`config.mk`:
```
export PLATFORM = sky130hd
export DESIGN_NAME = serial_add_sub
export DESIGN_NICKNAME = d
export VERILOG_FILES = /design/src/rtl/serial_arith_pkg.sv /design/src/rtl/full_adder.sv /design/src/rtl/serial_add_sub.sv
export SDC_FILE = /design/constraint.sdc
export NUM_CORES = 1
export LEC_CHECK = 0
export BUFFER_PORTS_ARGS = -buffer_cell sky130_fd_sc_hd__buf_4
export CAP_MARGIN = 20
export CORE_ASPECT_RATIO = 1.5
export CORE_MARGIN = 3
export CORE_UTILIZATION = 44
export DETAILED_ROUTE_END_ITERATION = 10
export PLACE_DENSITY_LB_ADDON = 0.12
export SETUP_SLACK_MARGIN = 0.4
export SYNTH_ARGS = -nofsm -noshare
export SYNTH_HDL_FRONTEND = slang
export SYNTH_HIERARCHICAL = 1
export SYNTH_SLANG_ARGS = --single-unit
```
`constraint.sdc`:
```
create_clock -name clk -period 1.8 [get_ports clk]
set_input_delay 0.18 -clock clk [delete_from_list [all_inputs] [get_ports clk]]
set_output_delay 0.18 -clock clk [all_outputs]
set_load 0.01 [all_outputs]
```
`src/rtl/serial_arith_pkg.sv`:
```
// Shared definitions for the bit-serial arithmetic units: FSM state encoding and default width.
package serial_arith_pkg;

   localparam int unsigned DEFAULT_WIDTH = 8;

   typedef enum logic [1:0] {
      ST_IDLE = 2'd0,
      ST_RUN  = 2'd1,
      ST_DONE = 2'd2
   } state_t;

endpackage

```
`src/rtl/full_adder.sv`:
```
// Single-bit full adder cell: sum and carry of a + b + c.
module full_adder (
   input  logic a,
   input  logic b,
   input  logic c,
   output logic sum,
   output logic carry
);

   assign sum   = a ^ b ^ c;
   assign carry = (a & b) | (c & (a ^ b));

endmodule

```
`src/rtl/serial_add_sub.sv`:
```
// Bit-serial adder, LSB first through one full_adder cell, start/busy/done handshake.
// Define SERIAL_SUB_EN to add the sub port and two's-complement subtraction (A-B).
module serial_add_sub
   import serial_arith_pkg::*;
#(
   parameter int unsigned WIDTH = DEFAULT_WIDTH
) (
   input  logic             clk,
   input  logic             rst,
   input  logic             start,
   input  logic [WIDTH-1:0] a,
   input  logic [WIDTH-1:0] b,
`ifdef SERIAL_SUB_EN
   input  logic             sub,
`endif
   output logic             busy,
   output logic             done,
   output logic [WIDTH-1:0] sum,
   output logic             carry_out
);

   localparam int unsigned CNT_W = (WIDTH > 1) ? $clog2(WIDTH) : 1;
   localparam logic [CNT_W-1:0] CNT_LAST = CNT_W'(WIDTH - 1);

   state_t             state;
   logic [WIDTH-1:0]   sa;
   logic [WIDTH-1:0]   sb;
   logic [WIDTH-1:0]   sum_sr;
   logic [WIDTH-1:0]   sum_sr_nxt;
   logic               carry_reg;
   logic [CNT_W-1:0]   cnt;

   logic [WIDTH-1:0]   sb_load;
   logic               carry_load;
   logic               fa_sum;
   logic               fa_carry;

   // Operand B and carry-in as loaded on accept; subtraction feeds ~B with carry-in 1.
`ifdef SERIAL_SUB_EN
   always_comb begin
      sb_load    = sub ? ~b : b;
      carry_load = sub;
   end
`else
   always_comb begin
      sb_load    = b;
      carry_load = 1'b0;
   end
`endif

   full_adder u_fa (
      .a     (sa[0]),
      .b     (sb[0]),
      .c     (carry_reg),
      .sum   (fa_sum),
      .carry (fa_carry)
   );

   // New sum bit enters at the MSB; the final shift lands directly in the result register.
   always_comb begin
      sum_sr_nxt = WIDTH'({fa_sum, sum_sr} >> 1);
   end

   always_ff @(posedge clk) begin
      if (rst) begin
         state     <= ST_IDLE;
         busy      <= 1'b0;
         done      <= 1'b0;
         sum       <= '0;
         carry_out <= 1'b0;
         sa        <= '0;
         sb        <= '0;
         sum_sr    <= '0;
         carry_reg <= 1'b0;
         cnt       <= '0;
      end else begin
         case (state)
            ST_IDLE: begin
               if (start) begin
                  sa        <= a;
                  sb        <= sb_load;
                  carry_reg <= carry_load;
                  cnt       <= '0;
                  busy      <= 1'b1;
                  state     <= ST_RUN;
               end
            end

            ST_RUN: begin
               sa        <= sa >> 1;
               sb        <= sb >> 1;
               sum_sr    <= sum_sr_nxt;
               carry_reg <= fa_carry;
               if (cnt == CNT_LAST) begin
                  sum       <= sum_sr_nxt;
                  carry_out <= fa_carry;
                  done      <= 1'b1;
                  state     <= ST_DONE;
               end else begin
                  cnt <= cnt + CNT_W'(1);
               end
            end

            ST_DONE: begin
               done  <= 1'b0;
               busy  <= 1'b0;
               state <= ST_IDLE;
            end

            default: begin
               done  <= 1'b0;
               busy  <= 1'b0;
               state <= ST_IDLE;
            end
         endcase
      end
   end

endmodule

```
==> results of run 1 <==
## cell families after synthesis
| group | Yosys count | share of synthesized area, % |
|---|---|---|
| AND/OR/NAND/NOR | 78 | 20.3 |
| buffers and inverters | 19 | 7.24 |
| AO/OA/AOI/OAI | 56 | 24.9 |
| flip-flops | 40 | 45.0 |
| adder cells (fa/ha/maj) | 3 | 2.53 |
## per-layer routing
metal / vias to the layer above / routed length, um / part of all wire, %
met4: 0 / 54 / 1.5
met1: 677 / 1520 / 41
met3: 6 / 167 / 4.5
met5: - / 0 / 0
li1: 735 / - / -
met2: 28 / 1950 / 53
## cells in the final DEF (no fill, tap or decap), types with 2 or more instances in the layout
| cell type | Yosys | final |
|---|---|---|
| sky130_fd_sc_hd__nand3_1 | 13 | 13 |
| sky130_fd_sc_hd__nor2_1 | 21 | 21 |
| sky130_fd_sc_hd__a22oi_1 | 3 | 3 |
| sky130_fd_sc_hd__a31oi_1 | 3 | 3 |
| sky130_fd_sc_hd__clkbuf_8 | 0 | 6 |
| sky130_fd_sc_hd__nand2_1 | 26 | 26 |
| sky130_fd_sc_hd__nor2_2 | 10 | 10 |
| sky130_fd_sc_hd__nor3_1 | 2 | 2 |
| sky130_fd_sc_hd__dfxtp_1 | 40 | 39 |
| sky130_fd_sc_hd__a211oi_2 | 10 | 10 |
| sky130_fd_sc_hd__a211oi_1 | 5 | 5 |
| sky130_fd_sc_hd__o2bb2ai_1 | 12 | 12 |
| sky130_fd_sc_hd__buf_4 | 3 | 34 |
| sky130_fd_sc_hd__clkbuf_1 | 2 | 2 |
| sky130_fd_sc_hd__o22ai_1 | 2 | 2 |
| sky130_fd_sc_hd__nand2b_1 | 2 | 2 |
| sky130_fd_sc_hd__a21oi_1 | 19 | 19 |
## report_power, final
group | internal, mW | switching, mW | total [mW]
sequential | 0.925 | 0.0274 | 0.952
clock | 0.312 | 0.287 | 0.599
combinational | 0.103 | 0.117 | 0.220
## worst max path at each step
stage	end	slack (ps)	depth (start not counted)	from
after global routing	sum[3]$_SDFFE_PP0P_	380	5	cnt[0]$_SDFFE_PP0P_
after floorplan	cnt[0]$_SDFFE_PP0P_	520	6	cnt[0]$_SDFFE_PP0P_
final	sum[3]$_SDFFE_PP0P_	480	5	cnt[0]$_SDFFE_PP0P_
after detailed placement	sum[7]$_SDFFE_PP0P_	340	5	cnt[0]$_SDFFE_PP0P_
after global placement	sum[0]$_SDFFE_PP0P_	440	5	cnt[0]$_SDFFE_PP0P_
after CTS	sum[3]$_SDFFE_PP0P_	420	5	cnt[0]$_SDFFE_PP0P_
## critical path, stage by stage, from the launching register on
cell and delay, ps:
sky130_fd_sc_hd__dfxtp_1 400, sky130_fd_sc_hd__ha_1 210, sky130_fd_sc_hd__ha_4 210, sky130_fd_sc_hd__buf_4 190, sky130_fd_sc_hd__nand3_1 90, sky130_fd_sc_hd__a21oi_1 140
## metrics by stage
step                area [um^2]  total power [mW]
floorplan                  1780              1.13
global placement           1950              1.17
detailed placement         1950              1.18
CTS                        2050              1.78
global route               2110              1.86
finish                     2110              1.77
## layout make-up
cell class	instances	area, um^2
Inverter	2	11.3
Fill cell	349	1670
Tap cell	43	53.8
Timing Repair Buffer	35	275
Clock buffer	8	90.1
Sequential cell	40	802
Multi-Input combinational cell	137	880
## what timing repair did
action / in CTS / in global routing
cloned: 0 / 0
resized for setup: 2 / 5
buffers inserted: 0 / 3
pin swaps: 0 / 1
endpoints found under the setup margin: 10 / 24
==> metrics list, run 1 <==
- For this design the ratio of total power to cell area is 839 nW/um^2.
- The via count of the first global-routing pass came to 1,463.
* Number of clock sinks: 40
* CP required: 2010 ps
- met2 is the most crowded layer.
- Worst Setup Slack, final: 484 ps
- In this run the critical register-to-register path is launched from cnt[0]$_SDFFE_PP0P_.
- OpenSTA, run right after detailed placement, puts the worst setup slack at 336 ps.
- The first global-routing pass estimated 6.22 mm of wire.
* Count of maximum capacitance violations: 0
* Share of synthesized area occupied by flip-flops and latches: 45.0%
* Biggest area contributors in the synthesized netlist: sky130_fd_sc_hd__dfxtp_1 (45%), sky130_fd_sc_hd__a211oi_2 (7.0%), sky130_fd_sc_hd__o2bb2ai_1 (5.9%)
- In this run the standard cell core region covers 3780 um^2.
- Sum of negative setup slack: 0 ps
- Total gr overflow: 0
- The number of nets in the synthesized netlist is 218.
- The synthesized netlist contains 30 unique library cells.
- Across all layers, the routed design uses 1,446 vias.
- RSZ-0062 raised after global routing: true
- Cell accounting for the most synthesized area: sky130_fd_sc_hd__dfxtp_1
- Initial core utilization: 47.1%
* Post-Place Cells: 254
- At the pin with the least slew margin, the transition time is 463 ps.
- The first routing iteration left 69 violations.
- Cts bufs inserted: 5
* R2R depth: 5
- For hold timing, the worst endpoint is sa[7]$_SDFFE_PP0P_.
- Final Instance Count excl. Fillers: 265
- STA puts the critical path data arrival time at 1530 ps.
- TritonCTS built the clock tree.
- Worst r2r dst: sum[3]$_SDFFE_PP0P_
- The flow ran to the end, and the final reports show no timing, DRC or antenna violations.
* Nets: 243
- Across all register-to-register paths, the minimum setup slack is 480 ps.
- Clk pin slew, worst setup/hold paths: 70 ps
* Clock Tree Buf Depth: 2
- The number of antenna violations at the first check in global routing came to 0.
- Die boundary width: 57.9 um
- Subtracting the final worst setup slack from the clock period gives 1320 ps.
- The H-tree was split into 2 levels.
- Nature of the critical path startpoint: flop
- The critical path in this run is classified as reg -> reg.
- Ranked by instance count, the synthesized netlist is headed by sky130_fd_sc_hd__dfxtp_1 (40), sky130_fd_sc_hd__nand2_1 (26), sky130_fd_sc_hd__nor2_1 (21).
- Once detailed placement completed, the half-perimeter wirelength came to 2.50 mm.
* Number of failing hold endpoints at the final stage: 0
- Drt first pass iters: 4
- Using the TritonRoute via totals, the vias-per-cell ratio works out to 5.46.
* Post-route clock skew: 3.92 ps
* Avg Inst Size Synth: 9.08 um^2
- During placement, the flow inserted port buffers numbering 29.
- Warnings from Yosys: 6
- For met2 alone, demand over resource in global routing was 28.3%.
- Cell depth of the worst min-delay path: 3
- Mapped cell area: 1780 um^2
- After layout, the worst path uses 73.1% of the clock period.
- Hold is met by 141 ps.
- In the post-synthesis netlist, the cell with the most instances is sky130_fd_sc_hd__dfxtp_1.
* Number of synthesized register bits: 40
* Die ar.: 4860 um^2
- The worst-case IR drop observed on VDD is 0.000600 V.
- Number of top-level pins: 30
- In the synthesized netlist the async set-or-reset flop fraction comes to 0%.
- Cells with a size suffix above 1 make up 31.5% of the layout.
* Achievable clock frequency: 760 MHz
- The floorplan step set the die height to 83.9 um.
* Share of Yosys cell area claimed by the top area cell type: 45.0%
- For met3 alone, demand over resource in global routing was 4.49%.
- Clock latency on the worst-skew pair, taken at its later pin, is 280 ps.
- For this block, the routed nets add up to 3.69 mm of wire.
* Hold_sp: a[7]
* Remaining antenna violation count after routing: 0
* Kind of end point of the critical path: flop
* Synth-to-Final Area Change: 18.6%
* Top flop regs: sa (8), sb (8), sum (8)
* Slew margin rel.: 69.1%
- After detailed routing, the average wire length per cell comes to 13.9 um.
- At the end of the flow the core is filled with cells to 55.8%.
- Clock tree synthesis selected as its root buffer the cell sky130_fd_sc_hd__clkbuf_8.
- Setup violations remaining at the end of the flow were counted as 0.
- Largest net degree at the start of global routing: 41
- In the global route stage, met1 resource usage came out at 17.5%.
- Standard-cell rows: 27
* Number of antenna diodes: 0
- The number of hold buffers added after CTS was 0.
- Min-Delay Path Class: in -> reg
- In this run the static leakage power is 0.809 nW.
* Number of synthesized flops with an enable pin: 0
- Largest fanout on the critical path: 9
* Post-route DRC violation count: 0
* Max-slew violation count: 0
- Number of standard cells after synthesis: 196
- Total global routing track utilization: 15.9%
* Leading register cell type out of synthesis: sky130_fd_sc_hd__dfxtp_1
* Final GP Congestion: 0.682
Power figures use the tool's default switching activity.
==> inputs of run 2 (changes only) <==
==> constraint.sdc (replaced) <==
create_clock -name clk -period 1.3 [get_ports clk]
set_input_delay 0.13 -clock clk [delete_from_list [all_inputs] [get_ports clk]]
set_output_delay 0.13 -clock clk [all_outputs]
set_load 0.01 [all_outputs]
==> metrics list, run 2 (synthesis gave the netlist of run 1 again) <==
* Run status: completed
- The routed layout has 1,640 vias.
- Core Box Area: 3780 um^2
* Via count of the first global-routing pass: 1,655
- For this run, design rule violations remaining after detail routing come to 0.
- Chip Height: 83.9 um
- Min-Delay Path Class: in -> reg
* Total gr overflow: 0
* Number of fillers in the final layout: 277
- TritonCTS built the clock tree.
- The congestion estimate from routability-driven global placement came to 0.780.
* Fraction of layout instances using a drive strength above 1: 55.9%
* Pin slew with the least headroom to its limit: 488 ps
- Based on the critical path, the design can be clocked at up to 821 MHz.
- Largest fanout on the critical path: 7
- Antenna violations before repair: 0
- Nature of the critical path startpoint: flop
* Clock H-tree levels: 2
* Critical path capture point: cnt[0]$_SDFFE_PP0P_
* Standard-cell rows: 27
- The worst register-to-register path begins at cnt[0]$_SDFFE_PP0P_.
* Layout Utilization: 71.9%
- In this run the critical register-to-register path is captured at cnt[0]$_SDFFE_PP0P_.
* R2R depth: 5
- The count of cells in the finished layout, fillers not included, comes to 288.
- Areal power density over the cells: 971 nW/um^2
- The area growth from synthesis to layout is 52.8%.
- P_leak: 1.03 nW
* Slew margin rel.: 67.5%
- 30 I/O pins were placed.
* Nets: 266
- The worst-case IR drop observed on VDD is 0.000869 V.
* Max-slew violation count: 0
* Violation count after the first detailed-route iteration: 72
- Number of clock sinks: 40
- Total global routing track utilization: 18.4%
- Cell type with the highest occurrence count on the critical path: sky130_fd_sc_hd__ha_4
- Clk pin slew, worst setup/hold paths: 80 ps
- Reg2Reg Setup Slack: 80 ps
- Total Wirelength: 4.50 mm
- CP required: 1520 ps
* Most common cell after layout, fill and taps aside: sky130_fd_sc_hd__buf_4
- Data arrival at the endpoint of the critical path: 1430 ps
- The cell sitting at the root of the clock tree is a sky130_fd_sc_hd__clkbuf_8.
- The repair_antennas step left the layout with diodes totalling 0.
- Largest net degree at the start of global routing: 41
- Summing internal, switching and leakage power gives 2.64 mW.
- Number of failing hold endpoints at the final stage: 0
* Library cell contributing the largest single delay on the critical path: sky130_fd_sc_hd__dfxtp_4
- Walking the worst path, the cells encountered are ha_4, ha_4, nor4b_4, a31oi_2, a21oi_1.
- Cell area after placement: 2110 um^2
- Counting tap cells, the placed design contains a total of 258 instances.
* Area of the multi-input gates: 1170 um^2
- Setup violations remaining at the end of the flow were counted as 0.
- Via density per instance: 5.69
* Source-to-sink clock delay at the later pin of the worst-skew pair: 290 ps
- Between clock sinks in the finished design, the worst skew comes to 10.6 ps.
- STA classifies the critical path endpoint as a flop.
- Detail Placement HPWL: 2.74 mm
- Highest-count cells in the layout ignoring fill and taps: sky130_fd_sc_hd__buf_4 (36), sky130_fd_sc_hd__dfxtp_1 (26), sky130_fd_sc_hd__nand2_1 (23), sky130_fd_sc_hd__a21oi_1 (17), sky130_fd_sc_hd__nor2_1 (14)
* Launch point of the critical path: cnt[0]$_SDFFE_PP0P_
- Final std cell area, no fill: 2720 um^2
- Die ar.: 4860 um^2
* Drt first pass iters: 4
* Detail-routed net length per standard cell: 15.6 um
- Final worst-path cycle share: 93.7%
- The worst hold path passes through 3 cells.
- Critical setup path kind: reg -> reg
* Global-route wire length before repair: 7.21 mm
- TritonCTS created 5 clock buffers.
- Top flop regs: sa (8), sb (8), sum (8)
- Period minus WS final: 1220 ps
* Port Buffers: 29
- The initial utilization of the core area, before any placement, comes to 47.1%.
- Max-cap violations in this run came to 0.
- Die boundary width: 57.9 um
- For this run, the slowest stage of the critical path takes 360 ps.
- Remaining antenna violation count after routing: 0
- Sequential cell area: 831 um^2
- The clock passes through at most 2 buffers.
- Setup repair after global routing could not meet its margin everywhere.
run 2: cell count changes in the layout (fill, tap and decap cells not counted), sizes merged:
cell,before,now
buf,35,56
clkinv,0,5
clkbuf,8,5
and2b,1,2
inv,1,0
run 2: worst min-delay path by stage:
| stage | from | endpoint | slack (ps) |
|---|---|---|---|
| 2_1_floorplan | a[7] | sa[7]$_SDFFE_PP0P_ | 280 |
| 3_3_place_gp | a[7] | sa[7]$_SDFFE_PP0P_ | 370 |
| 3_5_place_dp | a[7] | sa[7]$_SDFFE_PP0P_ | 380 |
| 4_1_cts | a[7] | sa[7]$_SDFFE_PP0P_ | 80 |
| 5_1_grt | a[7] | sa[7]$_SDFFE_PP0P_ | 80 |
| 6_report | b[7] | sb[7]$_SDFFE_PP0P_ | 80 |
run 2: power by group:
| part | internal, mW | leakage (nW) | total [mW] | switching (mW) |
|---|---|---|---|---|
| Clock | 0.374 | 0.0479 | 0.812 | 0.438 |
| Combinational | 0.259 | 0.646 | 0.496 | 0.237 |
| Sequential | 1.28 | 0.335 | 1.34 | 0.0603 |
| Total | 1.91 | 1.03 | 2.64 | 0.735 |
run 2: layout make-up:
cell class | count | share of cell area (%)
Sequential cell | 40 | 30.5
Clock inverter | 3 | 0.690
Timing Repair Buffer | 56 | 19.9
Tap cell | 43 | 1.98
Inverter | 2 | 0.874
Timing Repair inverter | 1 | 0.598
Clock buffer | 5 | 2.53
Multi-Input combinational cell | 138 | 42.9
run 2: critical path: cells and delay by family, from the launching register on:
kind                     cells  cell delay (ps)
AO/OA/AOI/OAI                2              190
AND/OR/NAND/NOR              1              240
adder cells (fa/ha/maj)      2              360
flip-flops                   1              360
run 2: what timing repair did:
item | in CTS | in global routing
gates cloned | 1 | 1
setup endpoints to repair | 41 | 48
endpoints found under the hold margin | 0 | 0
pin swaps | 26 | 17
hold buffers | 0 | 0
resized for setup | 37 | 47
setup buffers | 13 | 7
run 2: layer usage:
metal | global-route usage (%) | routed length (um) | up-vias
li1 | - | - | 788
met1 | 20.3 | 1810 | 784
met2 | 33.1 | 2420 | 61
met3 | 3.10 | 210 | 7
met4 | 8.02 | 59 | 0
met5 | 0 | 0 | -
run 2: per-stage QoR:
stage          TNS (ps)  hold WS [ps]  worst slack (ps)
5_1_grt               0          75.2              21.7
3_5_place_dp       -443           381             -72.2
2_1_floorplan         0           278               121
6_report              0          80.8              82.2
3_3_place_gp          0           369              8.98
4_1_cts               0          77.0               103
